File: config.mk
export PLATFORM = sky130hd
export DESIGN_NAME = if_stage_flat
export DESIGN_NICKNAME = d
export VERILOG_FILES = /design/src/rtl/if_stage_if.sv /design/src/rtl/if_stage.sv /design/src/flat_wrapper.sv
export SDC_FILE = /design/constraint.sdc
export NUM_CORES = 1
export LEC_CHECK = 0
export CORE_MARGIN = 2
export CORE_UTILIZATION = 33
export CTS_BUF_LIST = sky130_fd_sc_hd__clkbuf_16
export DETAILED_ROUTE_END_ITERATION = 16
export PLACE_DENSITY = 0.57
export SYNTH_ARGS = -nofsm -noshare
export SYNTH_HDL_FRONTEND = slang
export SYNTH_SLANG_ARGS = --single-unit
export TNS_END_PERCENT = 5
File: constraint.sdc
create_clock -name clk -period 8.6 [get_ports clk]
set_input_delay 1.72 -clock clk [delete_from_list [all_inputs] [get_ports clk]]
set_output_delay 1.72 -clock clk [all_outputs]
set_load 0.02 [all_outputs]
File: src/rtl/if_stage_if.sv
// Instruction-memory bus between the fetch stage (master) and the instruction memory (slave).
interface if_stage_if;
    logic        imem_req;
    logic [31:0] imem_addr;
    logic [31:0] imem_rdata;
    logic        imem_ready;

    modport master (
        output imem_req,
        output imem_addr,
        input  imem_rdata,
        input  imem_ready
    );

    modport slave (
        input  imem_req,
        input  imem_addr,
        output imem_rdata,
        output imem_ready
    );
endinterface

File: src/rtl/if_stage.sv
// Instruction-fetch stage: owns the PC, fetches from instruction memory, buffers one
// instruction while decode stalls and applies decode redirects after the delay slot.
module if_stage #(
    parameter logic [31:0] RESET_PC = 32'h0000_0000
) (
    input  logic        clk,
    input  logic        rst,
    input  logic        wpcir,
    input  logic        cu_branch,
    input  logic [31:0] cu_bpc,
    if_stage_if.master  imem,
    output logic [31:0] if_inst,
    output logic [31:0] if_pc4,
    output logic [3:0]  IF_ins_type,
    output logic [3:0]  IF_ins_number
);

    typedef enum logic {FETCH, HOLD} state_t;

    state_t      state, state_next;
    logic [31:0] pc, ibuf, redir_pc, next_pc, cur_inst;
    logic        redir_pend, valid, consume, capture;
    logic [3:0]  seq, cur_type;

    always_ff @(posedge clk or posedge rst) begin
        if (rst)
            state <= FETCH;
        else
            state <= state_next;
    end

    // Everything is gated by rst so the outputs read as a bubble for the whole reset pulse.
    always_comb begin
        state_next = state;
        valid      = !rst && ((state == FETCH && imem.imem_ready) || state == HOLD);
        consume    = valid && wpcir;
        capture    = valid && !wpcir && state == FETCH;
        cur_inst   = (state == HOLD) ? ibuf : imem.imem_rdata;
        cur_type   = 4'd0;

        if (consume)
            state_next = FETCH;
        else if (capture)
            state_next = HOLD;

        if (cu_branch)
            next_pc = cu_bpc;
        else if (redir_pend)
            next_pc = redir_pc;
        else
            next_pc = pc + 32'd4;

        case (cur_inst[31:26])
            6'h00:         cur_type = (cur_inst[5:0] == 6'h08) ? 4'd7 : 4'd1;
            6'h23:         cur_type = 4'd3;
            6'h2B:         cur_type = 4'd4;
            6'h04, 6'h05:  cur_type = 4'd5;
            6'h02, 6'h03:  cur_type = 4'd6;
            default:       cur_type = 4'd2;
        endcase

        imem.imem_req  = !rst && state == FETCH;
        imem.imem_addr = rst ? 32'd0 : pc;
        if_inst        = valid ? cur_inst : 32'd0;
        if_pc4         = valid ? pc + 32'd4 : 32'd0;
        IF_ins_type    = valid ? cur_type : 4'd0;
        IF_ins_number  = valid ? seq : 4'd0;
    end

    // A redirect seen while decode only gets bubbles is parked until the next consume.
    always_ff @(posedge clk or posedge rst) begin
        if (rst) begin
            pc         <= RESET_PC;
            ibuf       <= 32'd0;
            redir_pend <= 1'b0;
            redir_pc   <= 32'd0;
            seq        <= 4'd1;
        end else if (consume) begin
            pc         <= next_pc;
            seq        <= (seq == 4'd15) ? 4'd1 : seq + 4'd1;
            redir_pend <= 1'b0;
        end else begin
            if (capture)
                ibuf <= imem.imem_rdata;
            if (cu_branch) begin
                redir_pend <= 1'b1;
                redir_pc   <= cu_bpc;
            end
        end
    end

endmodule

File: src/flat_wrapper.sv
// flat-port wrapper written by rule: the top's interface ports become plain ports
module if_stage_flat 
#(
    parameter logic [31:0] RESET_PC = 32'h0000_0000
)
  (clk, rst, wpcir, cu_branch, cu_bpc, if_inst, if_pc4, IF_ins_type, IF_ins_number, imem_imem_req, imem_imem_addr, imem_imem_rdata, imem_imem_ready);
  if_stage_if imem_i ();
  input  logic clk;
  input  logic rst;
  input  logic wpcir;
  input  logic cu_branch;
  input  logic [31:0] cu_bpc;
  output logic [31:0] if_inst;
  output logic [31:0] if_pc4;
  output logic [3:0] IF_ins_type;
  output logic [3:0] IF_ins_number;
  output wire logic [$bits(imem_i.imem_req)-1:0] imem_imem_req;
  output wire logic [$bits(imem_i.imem_addr)-1:0] imem_imem_addr;
  input wire logic [$bits(imem_i.imem_rdata)-1:0] imem_imem_rdata;
  input wire logic [$bits(imem_i.imem_ready)-1:0] imem_imem_ready;
  assign imem_imem_req = imem_i.imem_req;
  assign imem_imem_addr = imem_i.imem_addr;
  assign imem_i.imem_rdata = imem_imem_rdata;
  assign imem_i.imem_ready = imem_imem_ready;
  if_stage #(.RESET_PC(RESET_PC)) u_core (.clk(clk), .rst(rst), .wpcir(wpcir), .cu_branch(cu_branch), .cu_bpc(cu_bpc), .imem(imem_i), .if_inst(if_inst), .if_pc4(if_pc4), .IF_ins_type(IF_ins_type), .IF_ins_number(IF_ins_number));
endmodule
After elaboration in Yosys (flattened, before gate mapping)

Index checks and enable logic that the tools add are counted.

Input bits: 69
Logic and storage cells: 49
Bits in writable memories: 0
Bits in latches: 0
Flip-flop bits (word level): 102
Output and inout port bits: 105
Memories: 0
ROM bits: 0

Shift operators: 0
Bitwise logic cells: 2
Reduce and logical (&&, ||, !) cells: 16
Multiplexer cells: 15
Equality and inequality tests: 8
$lt $le $gt $ge: 0
Multiply operators: 0
Div/mod/pow operators: 0
$add $sub $neg: 2

Operators with widths:

| kind                  | count |
|---|---|
| $mux 32               | 6 |
| $add 32x3->32 const B | 1 |
| $pmux 4 s5            | 1 |
| $eq 6x2->1 const B    | 2 |
| $eq 6x3->1 const B    | 2 |
| $eq 6x6->1 const B    | 2 |
| $mux 4                | 3 |
| $eq 6x4->1 const B    | 1 |
| $logic_and 1x1->1     | 6 |
| $logic_not 6->1       | 1 |
| $add 4x1->4 const B   | 1 |
| $eq 4x4->1 const B    | 1 |
| $mux 1                | 4 |
| $reduce_and 2->1      | 2 |
| $reduce_bool 2->1     | 2 |
| $reduce_or 2->1       | 2 |
| $mux 3                | 1 |
| $logic_not 1->1       | 2 |
| $not 1->1             | 2 |
| $logic_or 1x1->1      | 1 |

Depth between registers and ports, before layout

Depth after elaboration: 8
Gate-level depth with buffers: 7
Gate-level depth less buffers: 6

Worst setup path after synthesis

No wires, ideal clock.

Path type: input port to output port
From: in rst
To: out if_inst[0]
Required time: 6880 ps
Cell stages on the path: 5
Path slack: 1600 ps
Data arrival time: 5280 ps
Path buffers: 2
Path through: buf_2 inv_1 o21ai_1 clkbuf_1 nor2_1

Word-level cells in the longest chain between the ends: 3

RTL lines:

| what              | RTL line           | text |
|---|---|---|
| from (decl)       | flat_wrapper.sv:9  | `input logic rst;` |
| $logic_not 1->1   | if_stage.sv:35     | `valid = !rst && ((state == FETCH && imem.imem_ready) \|\| state == HOLD);` |
| $logic_and 1x1->1 | if_stage.sv:35     |  |
| $mux 32           | if_stage.sv:64     | `if_inst = valid ? cur_inst : 32'd0;` |
| to (decl)         | flat_wrapper.sv:13 | `output logic [31:0] if_inst;` |

Every way passes these cells.

Final worst setup path

From: in imem_imem_ready
To: out if_pc4[24]

Word-level cells in the longest chain between the ends: 4

RTL lines:

| what              | RTL line           | text |
|---|---|---|
| from (decl)       | flat_wrapper.sv:20 | `input wire logic [$bits(imem_i.imem_ready)-1:0] imem_imem_ready;` |
| $logic_and 1x1->1 | if_stage.sv:35     |  |
| $logic_or 1x1->1  | if_stage.sv:35     |  |
| $logic_and 1x1->1 | if_stage.sv:35     |  |
| $mux 32           | if_stage.sv:65     | `if_pc4 = valid ? pc + 32'd4 : 32'd0;` |
| to (decl)         | flat_wrapper.sv:14 | `output logic [31:0] if_pc4;` |

Every way passes these cells.

==> impl.org <==
** GRT
- In the global route stage, overall resource usage came out at 0.198.
- Pin count of the biggest net entering global routing :: 77
- Antenna violations before repair :: 1
- Vias in the first global route :: ~5.8k
- For this run the aggregate overflow at the end of global routing stands at 0.
- Wire length of the first global-routing pass :: 31.5 mm

** Yosys
- Synthesis produced a netlist whose cell count is about 660.
- Flop and latch count out of synthesis :: 102
- Yosys printed 0 warnings.
- Post-Synthesis Net Count :: 732
- The share of the Yosys chip area taken by registers is 0.405.
- Count of different cell masters after synthesis :: 67
- Post-synth top flop :: dfrtp_1
- Number of synthesized flops with an enable pin :: 0
- The synthesized netlist occupies a cell area of 6310 sq um.
- Mean instance size in the synthesized netlist :: about 9.5 sq um
- Fraction of synthesis flops using an asynchronous set or reset pin :: 1.00

** Floorplan
- For this configuration, the core starts out at a cell density of 0.337.
- In this run the vertical extent of the chip is 142 um.
- Num ports :: 174
- After floorplanning, the core was divided into 50 placement rows.
- The floorplan step defined a die boundary enclosing between 20,000 and 25,000 sq um.
- Die width :: approximately 140 um
- Core area :: 18,700 sq um

** STA
- Setup repair after global routing left no endpoint under its margin.
- Final-report hold violation count :: 0
- Adding up every negative setup slack in the final design gives 0 ns.
- Counting I/O delays and the setup requirement, the final critical path takes 5.83 ns.
- Clock skew on the completed layout was measured at 0.0109 ns.
- Fin. max-slew vios :: 0
- Achievable Freq :: 171 MHz
- Worst Tran Pin Value :: 1.22 ns
- Max-slew headroom at the worst pin :: 0.188
- Number of setup violations in the final report :: 0
- Final Worst Setup Slack :: 2.77 ns
- Of the available clock period, the critical path in the final layout requires 0.678.

** Setup path
- The critical path starts at imem_imem_ready.
- In this run the critical register-to-register path is captured at u_core.redir_pc[4].
- The critical path is of the input pin to primary output type.
- Reg2reg setup slack :: around 5.0 ns
- The most critical setup path has its endpoint at if_pc4[24].
- Worst reg-to-reg path cell count :: 6
- Category of the worst setup path capture point :: primary output
- Required time of the worst setup path :: 6.88 ns
- Arrival time of the worst setup path :: 4.11 ns
- The worst setup path is launched from an input pin.
- Reg-to-Reg Start :: u_core.state
- Along the worst path, the maximum fanout reaches 38.

** Layout
- In the layout the commonest cells are 171 x clkdlybuf4s50_1, 102 x nor2_1, 100 x dfrtp_1.
- Fraction of final layout cells sized beyond drive strength 1 :: 0.133
- 0 antenna diodes ended up in the layout.
- Leaving out fill and tap cells, the most frequent cell in the layout is clkdlybuf4s50_1.
- Synthesis-to-layout area growth :: 34.0%
- After the last flow step, the layout net total stands at 875.

** Clocking
- TritonCTS built the clock tree.
- Number of buffers on the longest clock path :: 2
- Count of cells resized by post-cts repair :: 0
- Once the clock tree was built, the setup fixing pass inserted 0 buffers.
- Later-pin clock latency in the skew report :: 0.36 ns
- Cell chosen for the clock root :: clkbuf_16
- Buffers inserted during clock tree synthesis total 9.
- Hold Buf Count CTS :: 0
- Clock-pin transition on the worst setup and hold timing paths :: about 0.070 ns
- The clock tree synthesis step divided the H-tree into 3 levels.
- For this design, the sink count on the clock tree is 102.

** Placed design
- Placement Setup Slack :: 2.73 ns
- Detailed placement ended at an HPWL of 13.5 mm.
- RD Place Congestion :: between 0.8 and 0.9
- Port-buffer cells :: between 150 and 200

** Detailed routing
- Post-Route WL :: around 20 mm
- Pre-Repair DR Iteration Count :: 5
- Routed wire length per instance :: 18.9 um
- For this run, design rule violations remaining after detail routing come to 0.
- Post-DR vias/cell :: between 5 and 6
- The count of nets left with antenna violations once routing finished came out at 0.
- Total number of vias :: 5,552
- Number of DRC violations after detailed-routing iteration 0 :: 234

** Status
- Status :: finished clean

** Worst hold path
- The min-delay analysis places its worst path in the category register to register.

** Power and ir drop
- IR analysis of the VDD net gives a maximum drop of 0.0959 mV.
- Leakage power summed over all cells :: 0.00342 uW
- For this design the ratio of total power to cell area is 211 nW/um^2.

** Job
- Across the run, the number of max-cap violations was 0.
critical path, stage by stage:
cell	delay (ns)
clkdlybuf4s50_1	0.49
o21ai_4	0.77
buf_4	0.45
nor2_1	0.11
clkdlybuf4s50_1	0.55
sequential cells by signal, summed over array words and instances, names as in the netlist:
register,cells
u_core.ibuf,32
u_core.pc,32
u_core.state,1
u_core.redir_pend,1
u_core.redir_pc,32
u_core.seq,4
how the worst min path moves through the flow:
| stage | cells past startpoint | startpoint | slack [ns] | to |
|---|---|---|---|---|
| 4_1_cts | 1 | u_core.ibuf[7] | 0.50 | u_core.ibuf[7] |
| 5_1_grt | 1 | u_core.redir_pc[6] | 0.51 | u_core.redir_pc[6] |
| 2_1_floorplan | 1 | u_core.redir_pc[22] | 0.46 | u_core.redir_pc[22] |
| 6_report | 1 | u_core.ibuf[7] | 0.49 | u_core.ibuf[7] |
| 3_3_place_gp | 1 | u_core.ibuf[7] | 0.47 | u_core.ibuf[7] |
| 3_5_place_dp | 1 | u_core.ibuf[7] | 0.48 | u_core.ibuf[7] |
layout make-up:
class                           instances  area (sq um)
Clock inverter                          7          56.3
Fill cell                            1792         10300
Timing Repair Buffer                  180          1780
Sequential cell                       102          2550
Tap cell                              234           293
Clock buffer                            9           225
Multi-Input combinational cell        491          3470
Inverter                               20          77.6
synthesized netlist by cell type (15+ instances only):
master / number / area, sq um
a21oi_1: 37 / 185
buf_2: 15 / 75.1
clkbuf_1: 26 / 97.6
dfrtp_1: 101 / 2530
inv_1: 19 / 71.3
mux2_2: 54 / 608
mux2i_1: 34 / 340
nand2_1: 29 / 109
nor2_1: 102 / 383
nor2b_1: 18 / 113
o21ai_0: 28 / 140
o22ai_1: 18 / 113
xnor2_1: 22 / 193
report_power, final:
| group | internal (uW) | switching (uW) | leakage, uW | total (uW) |
|---|---|---|---|---|
| clock | 200 | 201 | 0.000137 | 402 |
| combinational | 327 | 345 | 0.00207 | 672 |
| sequential | 595 | 114 | 0.00122 | 709 |
| total | 1120 | 660 | 0.00342 | 1780 |
cells by family (layout without fill, tap and decap cells):
kind of cell | count (synthesis) | count (layout) | synth area share
XOR/XNOR | 29 | 29 | 0.0403
adder cells (fa/ha/maj) | 2 | 2 | 0.00397
multiplexers | 100 | 100 | 0.172
AND/OR/NAND/NOR | 221 | 221 | 0.188
flip-flops | 102 | 102 | 0.405
buffers and inverters | 68 | 216 | 0.0470
other | 1 | 1 | 0.000595
AO/OA/AOI/OAI | 138 | 138 | 0.143
metal layers:
metal / share of wire / wire length, um / GRT usage / vias to the layer above
met1: 0.46 / 9140 / 0.268 / 2700
met2: 0.45 / 8940 / 0.321 / 204
li1: - / - / - / 2628
met4: 0.014 / 282 / 0.0600 / 0
met5: 0 / 0 / 0 / -
met3: 0.067 / 1310 / 0.0377 / 20
through the flow:
step	power, uW	std cells	hold slack (ns)	cell area [sq um]	utilization
3_3_place_gp	1370	1027	0.470	8170	0.437
5_1_grt	1900	1043	0.507	8450	0.452
6_report	1780	1043	0.491	8450	0.452
3_5_place_dp	1390	1027	0.481	8170	0.437
2_1_floorplan	1110	661	0.456	6310	-
4_1_cts	1800	1043	0.497	8450	0.452
Note: power is estimated with default switching activity, not from simulation.
